### src/rtl/neuron_pkg.sv
// Shared constants, state encoding and payload types for the neuron scheduler slice.
package neuron_pkg;

  localparam int unsigned INT_W = 3;
  localparam int unsigned FRC_W = 12;
  localparam int unsigned W     = 1 + INT_W + FRC_W;

  localparam int unsigned           DEF_N_NEURONS = 8;
  localparam logic [W-1:0]          DEF_V_INIT    = 16'hECE1;
  localparam logic [W-1:0]          DEF_W_INIT    = 16'hF600;
  localparam logic signed [W-1:0]   DEF_V_THRESH  = 16'sh1000;

  typedef enum logic [1:0] {
    IDLE = 2'd0,
    RUN  = 2'd1,
    EMIT = 2'd2,
    DONE = 2'd3
  } sched_state_t;

  typedef struct packed {
    logic [W-1:0] v;
    logic [W-1:0] w;
  } nstate_t;

endpackage

### src/rtl/neuron_scheduler_if.sv
// Controller, current source, datapath and spike sink signals of the neuron scheduler.
interface neuron_scheduler_if
  import neuron_pkg::*;
#(
  parameter int unsigned N_NEURONS = DEF_N_NEURONS
);
  localparam int unsigned IDX_W = $clog2(N_NEURONS);

  logic             start;
  logic             clear;
  logic             busy;
  logic             done;
  logic [15:0]      step_cnt;
  logic [IDX_W-1:0] i_idx;
  logic [W-1:0]     i_data;
  logic [W-1:0]     dp_v;
  logic [W-1:0]     dp_w;
  logic [W-1:0]     dp_i;
  logic [W-1:0]     dp_v_next;
  logic [W-1:0]     dp_w_next;
  logic             spike_valid;
  logic [IDX_W-1:0] spike_idx;
  logic             spike_ready;
  logic [IDX_W-1:0] rd_idx;
  logic [W-1:0]     rd_v;
  logic [W-1:0]     rd_w;

  // Scheduler side
  modport slave (
    input  start, clear, i_data, dp_v_next, dp_w_next, spike_ready, rd_idx,
    output busy, done, step_cnt, i_idx, dp_v, dp_w, dp_i, spike_valid, spike_idx, rd_v, rd_w
  );

  // Network controller / datapath / sink side
  modport master (
    output start, clear, i_data, dp_v_next, dp_w_next, spike_ready, rd_idx,
    input  busy, done, step_cnt, i_idx, dp_v, dp_w, dp_i, spike_valid, spike_idx, rd_v, rd_w
  );

endinterface

### src/rtl/neuron_state_rf.sv
// Per-neuron v/w register file: one write port, sweep and debug read ports, bulk init.
module neuron_state_rf
  import neuron_pkg::*;
#(
  parameter int unsigned  N_NEURONS = DEF_N_NEURONS,
  parameter logic [W-1:0] V_INIT    = DEF_V_INIT,
  parameter logic [W-1:0] W_INIT    = DEF_W_INIT,
  localparam int unsigned IDX_W     = $clog2(N_NEURONS)
) (
  input  logic             clk,
  input  logic             rst,
  input  logic             i_clear,
  input  logic             i_we,
  input  logic [IDX_W-1:0] i_waddr,
  input  nstate_t          i_wdata,
  input  logic [IDX_W-1:0] i_sw_idx,
  output nstate_t          o_sw_data,
  input  logic [IDX_W-1:0] i_rd_idx,
  output nstate_t          o_rd_data
);

  nstate_t r_mem [N_NEURONS];

  always_ff @(posedge clk or negedge rst) begin
    if (!rst) begin
      for (int unsigned i = 0; i < N_NEURONS; i++) begin
        r_mem[i] <= '{v: V_INIT, w: W_INIT};
      end
    end else if (i_clear) begin
      for (int unsigned i = 0; i < N_NEURONS; i++) begin
        r_mem[i] <= '{v: V_INIT, w: W_INIT};
      end
    end else if (i_we) begin
      r_mem[i_waddr] <= i_wdata;
    end
  end

  assign o_sw_data = r_mem[i_sw_idx];
  assign o_rd_data = r_mem[i_rd_idx];

endmodule

### src/rtl/neuron_scheduler.sv
// Sweeps all neurons through the shared v/w update datapath once per timestep and emits spikes.
module neuron_scheduler
  import neuron_pkg::*;
#(
  parameter int unsigned         N_NEURONS = DEF_N_NEURONS,
  parameter logic signed [W-1:0] V_THRESH  = DEF_V_THRESH,
  parameter logic [W-1:0]        V_INIT    = DEF_V_INIT,
  parameter logic [W-1:0]        W_INIT    = DEF_W_INIT
) (
  input  logic               clk,
  input  logic               rst,
  neuron_scheduler_if.slave  bus
);

  localparam int unsigned IDX_W = $clog2(N_NEURONS);

  sched_state_t     r_state;
  logic [IDX_W-1:0] r_idx;
  logic             r_busy;
  logic             r_done;
  logic [15:0]      r_step_cnt;
  logic             r_spike_valid;
  logic [IDX_W-1:0] r_spike_idx;

  nstate_t w_cur;
  nstate_t w_dbg;
  nstate_t w_wdata;
  logic    w_we;
  logic    w_clear;
  logic    w_spike;
  logic    w_last;

  assign w_we    = (r_state == RUN);
  assign w_clear = (r_state == IDLE) && bus.clear;
  assign w_wdata = '{v: bus.dp_v_next, w: bus.dp_w_next};
  assign w_last  = (r_idx == IDX_W'(N_NEURONS - 1));

  // Upward crossing only; a positive-to-negative wrap never satisfies both terms
  assign w_spike = w_we
                && ($signed(bus.dp_v)      <  V_THRESH)
                && ($signed(bus.dp_v_next) >= V_THRESH);

  neuron_state_rf #(
    .N_NEURONS (N_NEURONS),
    .V_INIT    (V_INIT),
    .W_INIT    (W_INIT)
  ) u_rf (
    .clk       (clk),
    .rst       (rst),
    .i_clear   (w_clear),
    .i_we      (w_we),
    .i_waddr   (r_idx),
    .i_wdata   (w_wdata),
    .i_sw_idx  (r_idx),
    .o_sw_data (w_cur),
    .i_rd_idx  (bus.rd_idx),
    .o_rd_data (w_dbg)
  );

  always_ff @(posedge clk or negedge rst) begin
    if (!rst) begin
      r_state       <= IDLE;
      r_idx         <= '0;
      r_busy        <= 1'b0;
      r_done        <= 1'b0;
      r_step_cnt    <= '0;
      r_spike_valid <= 1'b0;
      r_spike_idx   <= '0;
    end else begin
      r_done <= 1'b0;
      case (r_state)
        IDLE: begin
          if (!bus.clear && bus.start) begin
            r_idx   <= '0;
            r_busy  <= 1'b1;
            r_state <= RUN;
          end
        end
        RUN: begin
          if (w_spike) begin
            r_spike_valid <= 1'b1;
            r_spike_idx   <= r_idx;
            r_state       <= EMIT;
          end else if (w_last) begin
            r_done  <= 1'b1;
            r_state <= DONE;
          end else begin
            r_idx <= r_idx + IDX_W'(1);
          end
        end
        EMIT: begin
          if (bus.spike_ready) begin
            r_spike_valid <= 1'b0;
            if (w_last) begin
              r_done  <= 1'b1;
              r_state <= DONE;
            end else begin
              r_idx   <= r_idx + IDX_W'(1);
              r_state <= RUN;
            end
          end
        end
        DONE: begin
          r_step_cnt <= r_step_cnt + 16'd1;
          r_busy     <= 1'b0;
          r_state    <= IDLE;
        end
        default: r_state <= IDLE;
      endcase
    end
  end

  assign bus.busy        = r_busy;
  assign bus.done        = r_done;
  assign bus.step_cnt    = r_step_cnt;
  assign bus.i_idx       = r_idx;
  assign bus.dp_v        = w_cur.v;
  assign bus.dp_w        = w_cur.w;
  assign bus.dp_i        = bus.i_data;
  assign bus.spike_valid = r_spike_valid;
  assign bus.spike_idx   = r_spike_idx;
  assign bus.rd_v        = w_dbg.v;
  assign bus.rd_w        = w_dbg.w;

endmodule

### src/flat_wrapper.sv
// flat-port wrapper written by rule: the top's interface ports become plain ports
module neuron_scheduler_flat import neuron_pkg::*;
#(
  parameter int unsigned         N_NEURONS = DEF_N_NEURONS,
  parameter logic signed [W-1:0] V_THRESH  = DEF_V_THRESH,
  parameter logic [W-1:0]        V_INIT    = DEF_V_INIT,
  parameter logic [W-1:0]        W_INIT    = DEF_W_INIT
)
  (clk, rst, bus_start, bus_clear, bus_i_data, bus_dp_v_next, bus_dp_w_next, bus_spike_ready, bus_rd_idx, bus_busy, bus_done, bus_step_cnt, bus_i_idx, bus_dp_v, bus_dp_w, bus_dp_i, bus_spike_valid, bus_spike_idx, bus_rd_v, bus_rd_w);
  neuron_scheduler_if #(.N_NEURONS(N_NEURONS)) bus_i ();
  input  logic clk;
  input  logic rst;
  input wire logic [$bits(bus_i.start)-1:0] bus_start;
  input wire logic [$bits(bus_i.clear)-1:0] bus_clear;
  input wire logic [$bits(bus_i.i_data)-1:0] bus_i_data;
  input wire logic [$bits(bus_i.dp_v_next)-1:0] bus_dp_v_next;
  input wire logic [$bits(bus_i.dp_w_next)-1:0] bus_dp_w_next;
  input wire logic [$bits(bus_i.spike_ready)-1:0] bus_spike_ready;
  input wire logic [$bits(bus_i.rd_idx)-1:0] bus_rd_idx;
  output wire logic [$bits(bus_i.busy)-1:0] bus_busy;
  output wire logic [$bits(bus_i.done)-1:0] bus_done;
  output wire logic [$bits(bus_i.step_cnt)-1:0] bus_step_cnt;
  output wire logic [$bits(bus_i.i_idx)-1:0] bus_i_idx;
  output wire logic [$bits(bus_i.dp_v)-1:0] bus_dp_v;
  output wire logic [$bits(bus_i.dp_w)-1:0] bus_dp_w;
  output wire logic [$bits(bus_i.dp_i)-1:0] bus_dp_i;
  output wire logic [$bits(bus_i.spike_valid)-1:0] bus_spike_valid;
  output wire logic [$bits(bus_i.spike_idx)-1:0] bus_spike_idx;
  output wire logic [$bits(bus_i.rd_v)-1:0] bus_rd_v;
  output wire logic [$bits(bus_i.rd_w)-1:0] bus_rd_w;
  assign bus_i.start = bus_start;
  assign bus_i.clear = bus_clear;
  assign bus_i.i_data = bus_i_data;
  assign bus_i.dp_v_next = bus_dp_v_next;
  assign bus_i.dp_w_next = bus_dp_w_next;
  assign bus_i.spike_ready = bus_spike_ready;
  assign bus_i.rd_idx = bus_rd_idx;
  assign bus_busy = bus_i.busy;
  assign bus_done = bus_i.done;
  assign bus_step_cnt = bus_i.step_cnt;
  assign bus_i_idx = bus_i.i_idx;
  assign bus_dp_v = bus_i.dp_v;
  assign bus_dp_w = bus_i.dp_w;
  assign bus_dp_i = bus_i.dp_i;
  assign bus_spike_valid = bus_i.spike_valid;
  assign bus_spike_idx = bus_i.spike_idx;
  assign bus_rd_v = bus_i.rd_v;
  assign bus_rd_w = bus_i.rd_w;
  neuron_scheduler #(.N_NEURONS(N_NEURONS), .V_THRESH(V_THRESH), .V_INIT(V_INIT), .W_INIT(W_INIT)) u_core (.clk(clk), .rst(rst), .bus(bus_i));
endmodule
### config.mk
export PLATFORM = sky130hd
export DESIGN_NAME = neuron_scheduler_flat
export DESIGN_NICKNAME = d
export VERILOG_FILES = /design/src/rtl/neuron_pkg.sv /design/src/rtl/neuron_scheduler_if.sv /design/src/rtl/neuron_state_rf.sv /design/src/rtl/neuron_scheduler.sv /design/src/flat_wrapper.sv
export SDC_FILE = /design/constraint.sdc
export NUM_CORES = 1
export LEC_CHECK = 0
export ABC_AREA = 1
export BUFFER_PORTS_ARGS = -buffer_cell sky130_fd_sc_hd__buf_4
export CORE_MARGIN = 2
export CORE_UTILIZATION = 35
export DETAILED_ROUTE_END_ITERATION = 12
export PLACE_DENSITY_LB_ADDON = 0.3
export SYNTH_ARGS = -nofsm -noshare
export SYNTH_HDL_FRONTEND = slang
export SYNTH_SLANG_ARGS = --single-unit
### constraint.sdc
create_clock -name clk -period 2.79 [get_ports clk]
set_clock_uncertainty 0.15 [all_clocks]
set_input_delay 0 -clock clk [delete_from_list [all_inputs] [get_ports clk]]
set_output_delay 0 -clock clk [all_outputs]
set_load 0.05 [all_outputs]
==> results of run 1 <==
[per-layer routing]
layer | GRT usage [%] | vias up
met3 | 4.48 | 130
met4 | 8.63 | 0
li1 | - | 6296
met2 | 36.7 | 643
met5 | 0 | -
met1 | 31.5 | 6653
[kinds of logic after synthesis]
logic type / synth area share [%]
xor gates and xnor gates: 0.842
AOI/OAI and AO/OA: 25.9
muxes: 0.0773
DFF: 49.6
buffers and inverters: 9.73
adders and majority gates: 0.601
and+or+nand+nor: 13.2
[cells in the mapped netlist (9+ instances only)]
library cell	count
a21oi_1	177
a221oi_1	42
a22oi_1	23
a31oi_1	33
buf_1	10
buf_2	30
buf_4	29
clkbuf_1	61
dfrtp_1	163
dfstp_2	120
inv_1	180
inv_2	18
nand2_1	219
nand2_2	10
nand3_1	36
nor2_1	147
nor2_2	9
o2111ai_1	17
o21ai_0	190
o22ai_1	145
[power breakdown]
group | switching (W) | internal, W
Combinational | 0.00741 | 0.00325
Clock | 0.00178 | 0.00257
Sequential | 0.00104 | 0.00638
Total | 0.0102 | 0.0122
[layout by cell type (no fill, tap or decap), drive strengths merged, types with 42 or more instances in the layout]
| cell type | netlist | final |
|---|---|---|
| dlygate4sd3 | 0 | 57 |
| a221oi | 42 | 42 |
| a21oi | 178 | 178 |
| o21ai | 197 | 197 |
| nand2 | 233 | 233 |
| dfstp | 120 | 120 |
| nor2 | 164 | 164 |
| dfrtp | 163 | 163 |
| clkbuf | 61 | 51 |
| buf | 72 | 193 |
| inv | 199 | 198 |
| o22ai | 145 | 145 |
[cell type report]
cell class	count	share of cell area, %
inverters	199	4.31
clock inverters	10	0.463
well taps	532	3.73
multi-input cells	1115	33.3
repair buffers	250	12.1
flip-flops and latches	283	40.6
clock buffers	51	5.59
[through the flow]
step	worst slack, ns	hold slack (ns)
global route	0.00258	0.259
floorplan	0.308	-0.446
finish	0.110	0.202
global placement	0.232	-0.150
CTS	0.000869	0.181
detailed placement	0.208	-0.150
[final timing paths]
path / end
min: u_core.bus.spike_valid$_DFFE_PN0P_
max in group asynchronous: u_core.bus.i_idx[0]$_DFFE_PN0P_
min reg2reg: u_core.bus.step_cnt[15]$_DFFE_PN0P_
max reg2reg: u_core.bus.spike_idx[2]$_DFFE_PN0P_
min in group asynchronous: u_core.u_rf.r_mem[111]$_DFFE_PN1P_
max: bus_dp_w[8]
[worst reg2reg max path, delay by kind of cell (launching register included)]
family                 cells  cell delay [ns]
flip-flops                 1             0.47
AO/OA/AOI/OAI              2             0.39
buffers and inverters      2             0.89
AND/OR/NAND/NOR            6             0.68
[repair_timing]
item	4_1_cts	5_1_grt
endpoints found under the setup margin	26	16
pin swaps	0	0
gates resized for setup	6	11
endpoints found under the hold margin	456	0
buffers inserted	6	1
hold buffers	58	0
[sequential cells by signal (all words and copies together) (netlist names)]
name / flops
u_core.bus.i_idx: 3
u_core.bus.spike_idx: 3
u_core.bus.busy: 1
u_core.bus.spike_valid: 1
u_core.r_state: 2
u_core.bus.done: 1
u_core.u_rf.r_mem: 256
u_core.bus.step_cnt: 16
==> flow_metrics.py, run 1 <==
metrics = {
    "final_layout": {
        "stdcell_count": 2440,
        "num_antenna_cells": 0,
        "utilization_pct": 43.6,
        "num-nets-final": 1946,
        "multi_input_area_mm2": 0.00594,
        "seqCellArea_mm2": 0.00724,
        "drive_gt1_share_pct": 22.5,
        "syn_to_final_growth_pct": 22.5,
        "fillers": 4066,
        "fin_area_mm2": 0.0178,
    },
    "clock_network": {
        "cts-root-buf": "clkbuf_16",
        "clkTransAtPathRegs_ns": 0.06,
        "cts_sinks": 283,
        "clock_latency_ns": 0.52,
        "h-tree-depth": 2,
        "ctsLongestPathBuffers": 3,
        "cts_buffers": 34,
        "cts_tree": "yes",
    },
    "run": {
        "max_cap_violations": 0,
    },
    "setup_path": {
        "r2r_cells": 10,
        "rrSetupSlack_ns": 0.14,
        "required_ns": 2.64,
        "end_kind": "primary output",
        "slowest_stage": "or4_1",
        "arrival_ns": 2.53,
        "cp.depth": 7,
        "crit_path_start_kind": "register",
        "path_max_fanout": 10,
        "cp-startpoint": "u_core.bus.i_idx[2]$_DFFE_PN0P_",
        "crit_type": "reg2out",
        "critical_path_buf_inv_count": 3,
        "cp_cell_sequence": "inv_2, nor2_4, nand2_2, buf_4, o22ai_1, or4_1, buf_4",
        "critPathMostFrequentCell": "buf_4",
        "max_stage_delay_ns": 0.54,
        "crit_family": "simple AND/OR/NAND/NOR gates",
        "r2r-start": "u_core.bus.i_idx[0]$_DFFE_PN0P_",
    },
    "timing": {
        "fin_setup_tns_ns": 0,
        "max_freq_ghz": 0.373,
        "period_minus_slack_ns": 2.68,
        "setup_violations": 0,
        "slew_viol_final": 0,
        "tightestPinTransition_ns": 0.869,
        "slew_headroom_pct": 42.0,
        "rsz0062_at_grt": "no",
        "hold_viol": 0,
        "fin_crit_sh_pct": 96.0,
    },
    "hold_path": {
        "hold_depth": 5,
        "min-delay-start": "bus_spike_ready",
        "hold_class": "in2reg",
    },
    "outcome": {
        "status": "complete, no violations",
    },
    "route": {
        "wl_met1_um": 21600,
        "drt_iter0_markers": 1292,
        "wl_met3_um": 4690,
        "viasPerCell": 5.62,
        "drc": 0,
        "ant_nets": 0,
        "top_layer": "met4",
        "drtPass1Iterations": 8,
        "met2_length_um": 23100,
        "routed_wirelength_um": 51100,
        "wire_per_inst_um": 21.0,
        "num_vias": 13700,
    },
    "power_and_ir_drop": {
        "ir_drop_mv": 0.943,
        "p_per_area_mw_per_mm2": 1260,
        "p_leak_nw": 7.86,
        "power_w": 0.0224,
    },
    "yosys": {
        "synth-seq-cells": 283,
        "synth_nets": 1793,
        "synth_top_area_share_pct": 28.0,
        "ys_warn_count": 0,
        "seq_area_frac_synth_pct": 49.6,
        "async_flop_share_pct": 100,
        "synth_largest_area_cell": "dfrtp_1",
        "synth_area_mm2": 0.0146,
        "synthCells": 1730,
        "ys_types": 43,
        "synth.area.top_cells": "dfrtp_1 (28%), dfstp_2 (22%), o21ai_0 (6.5%)",
        "synth_flop_cell": "dfrtp_1",
        "synth-edff-count": 0,
        "syn_area_per_cell_um2": 8.42,
    },
    "die": {
        "die_w_um": 208,
        "rows": 74,
        "ios": 161,
        "dieArea_mm2": 0.0433,
        "core_area_mm2": 0.0409,
        "start_util_pct": 35.6,
        "die_y_um": 208,
    },
    "grt": {
        "overflow": 0,
        "grt_max_degree": 158,
        "first_global_vias": 13300,
        "grt_pass1_wl_um": 78600,
        "grt_usage_pct": 23.2,
        "antenna_found_initial": 0,
    },
    "placed_design": {
        "dpl.hpwl_um": 31300,
        "dp_cells": 2314,
        "post_dp_cell_area_mm2": 0.0161,
        "port_buffers": 128,
        "finalWeightedCongestion": 0.844,
    },
}
No activity file was read; power rests on OpenSTA's default activity.
==> run 2, diff against run 1 <==
--- a/config.mk
+++ b/config.mk
@@ -11,6 +11,7 @@
 export CORE_UTILIZATION = 35
 export DETAILED_ROUTE_END_ITERATION = 12
 export PLACE_DENSITY_LB_ADDON = 0.3
+export RECOVER_POWER = 25
 export SYNTH_ARGS = -nofsm -noshare
 export SYNTH_HDL_FRONTEND = slang
 export SYNTH_SLANG_ARGS = --single-unit
==> run 2 against run 1 <==
Effect of this change: worst setup slack got worse by 0.0036 ns; final area shrank 0.60%; fmax fell by 0.14%; hold slack better by 0.0025 ns; sequential share of layout area rose by 0.24 points; critical endpoint unchanged; largest cell class unchanged; highest routed layer unchanged.
==> flow_metrics.py, run 2 (synthesized netlist as in run 1, its figures left out) <==
metrics = {
    "timing": {
        "holdWs_ns": 0.205,
        "fin_ws_ns": 0.107,
        "fin_crit_sh_pct": 96.2,
        "rsz0062_at_grt": "no",
        "tightestPinTransition_ns": 1.27,
        "fin_setup_tns_ns": 0,
        "slew_viol_final": 0,
        "slew_headroom_pct": 15.1,
        "max_freq_ghz": 0.373,
        "setup_violations": 0,
        "period_minus_slack_ns": 2.68,
        "hold_viol": 0,
    },
    "route": {
        "met2_length_um": 23100,
        "drc": 0,
        "top_layer": "met4",
        "routed_wirelength_um": 51100,
        "drtPass1Iterations": 7,
        "ant_nets": 0,
        "drt_iter0_markers": 1374,
        "wl_met3_um": 4560,
        "wire_per_inst_um": 20.9,
        "num_vias": 13700,
        "wl_met1_um": 21600,
        "viasPerCell": 5.62,
    },
    "setup_path": {
        "end_kind": "primary output",
        "r2r_cells": 10,
        "required_ns": 2.64,
        "path_max_fanout": 10,
        "crit_path_start_kind": "register",
        "crit_type": "reg2out",
        "arrival_ns": 2.53,
    },
    "clock_network": {
        "clock_latency_ns": 0.52,
        "ctsLongestPathBuffers": 3,
        "cts_tree": "yes",
        "clkTransAtPathRegs_ns": 0.06,
        "h-tree-depth": 2,
        "cts_buffers": 34,
        "cts_sinks": 283,
        "cts-root-buf": "clkbuf_16",
    },
    "final_layout": {
        "drive_gt1_share_pct": 21.4,
        "syn_to_final_growth_pct": 21.8,
        "fillers": 4085,
        "largest_reg_flops": 256,
        "num-nets-final": 1946,
        "final_common_cell": "nand2_1",
        "final_cell_mix": "nand2_1 (216), o21ai_0 (190), inv_1 (177), a21oi_1 (177), buf_4 (162)",
        "num_antenna_cells": 0,
        "max_flop_register": "u_core.u_rf.r_mem",
    },
    "power_and_ir_drop": {
        "power_w": 0.0223,
        "p_leak_nw": 7.77,
        "ir_drop_mv": 0.944,
        "p_per_area_mw_per_mm2": 1260,
    },
    "run": {
        "max_cap_violations": 0,
    },
    "hold_path": {
        "hold_depth": 5,
        "hold_class": "in2reg",
    },
    "die": {
        "die_w_um": 208,
        "die_y_um": 208,
        "dieArea_mm2": 0.0433,
        "core_area_mm2": 0.0409,
        "rows": 74,
        "start_util_pct": 35.6,
        "ios": 161,
    },
    "outcome": {
        "status": "complete, no violations",
    },
    "grt": {
        "grt_pass1_wl_um": 78600,
        "grt_usage_pct": 23.2,
        "first_global_vias": 13300,
        "grt_max_degree": 158,
        "overflow": 0,
        "antenna_found_initial": 0,
    },
    "placed_design": {
        "finalWeightedCongestion": 0.844,
        "pre_cts_slack_ns": 0.208,
        "port_buffers": 128,
        "dpl.hpwl_um": 31300,
    },
}
-- run 2: worst paths after layout --
check                                                    start                                  end  slack, ns
max                            u_core.bus.i_idx[2]$_DFFE_PN0P_                          bus_dp_w[8]       0.11
min                                            bus_spike_ready   u_core.bus.spike_valid$_DFFE_PN0P_       0.20
max reg2reg                    u_core.bus.i_idx[0]$_DFFE_PN0P_  u_core.bus.spike_idx[2]$_DFFE_PN0P_       0.14
min reg2reg                u_core.bus.step_cnt[15]$_DFFE_PN0P_  u_core.bus.step_cnt[15]$_DFFE_PN0P_       0.32
max in group asynchronous                                  rst   u_core.u_rf.r_mem[108]$_DFFE_PN1P_       0.27
min in group asynchronous                                  rst   u_core.u_rf.r_mem[111]$_DFFE_PN1P_       1.17
-- run 2: where the power goes --
group	internal, W	leakage, nW	switching [W]
Sequential	0.00638	3.45	0.00103
Clock	0.00257	0.536	0.00178
Combinational	0.00319	3.78	0.00738
Total	0.0121	7.77	0.0102
-- run 2: through the flow --
stage	instances	utilization, %	area (um2)
after floorplan	1730	-	14600
after global placement	2314	39.2	16100
after detailed placement	2314	39.2	16100
after CTS	2439	43.5	17800
after global routing	2440	43.3	17700
final	2440	43.3	17700
-- run 2: critical path: stages, from the launching register on --
cell and delay [ns]:
dfrtp_2 0.47, inv_2 0.12, nor2_4 0.06, nand2_2 0.24
buf_4 0.27, o22ai_1 0.10, or4_1 0.54, buf_4 0.21
-- run 2: final cells by class --
cell class                 instances  area [um2]  share of cell area [%]
timing repair buffer             250        2050                    11.5
clock buffer                      51         997                    5.62
multi-input combinational       1115        5940                    33.5
sequential                       283        7240                    40.8
inverter                         199         769                    4.34
clock inverter                    10        82.6                   0.466
tap                              532         666                    3.75
-- run 2: what timing repair did --
action / in CTS / in global routing
cloned: 0 / 0
hold endpoints to repair: 456 / 0
endpoints found under the setup margin: 26 / 16
setup buffers: 6 / 1
gates resized for setup: 6 / 11
hold buffers: 58 / 0
-- run 2: metal layers --
layer / up-vias / GRT usage (%)
met4: 0 / 8.63
met1: 6638 / 31.5
met2: 652 / 36.7
li1: 6289 / -
met5: - / 0
met3: 130 / 4.48
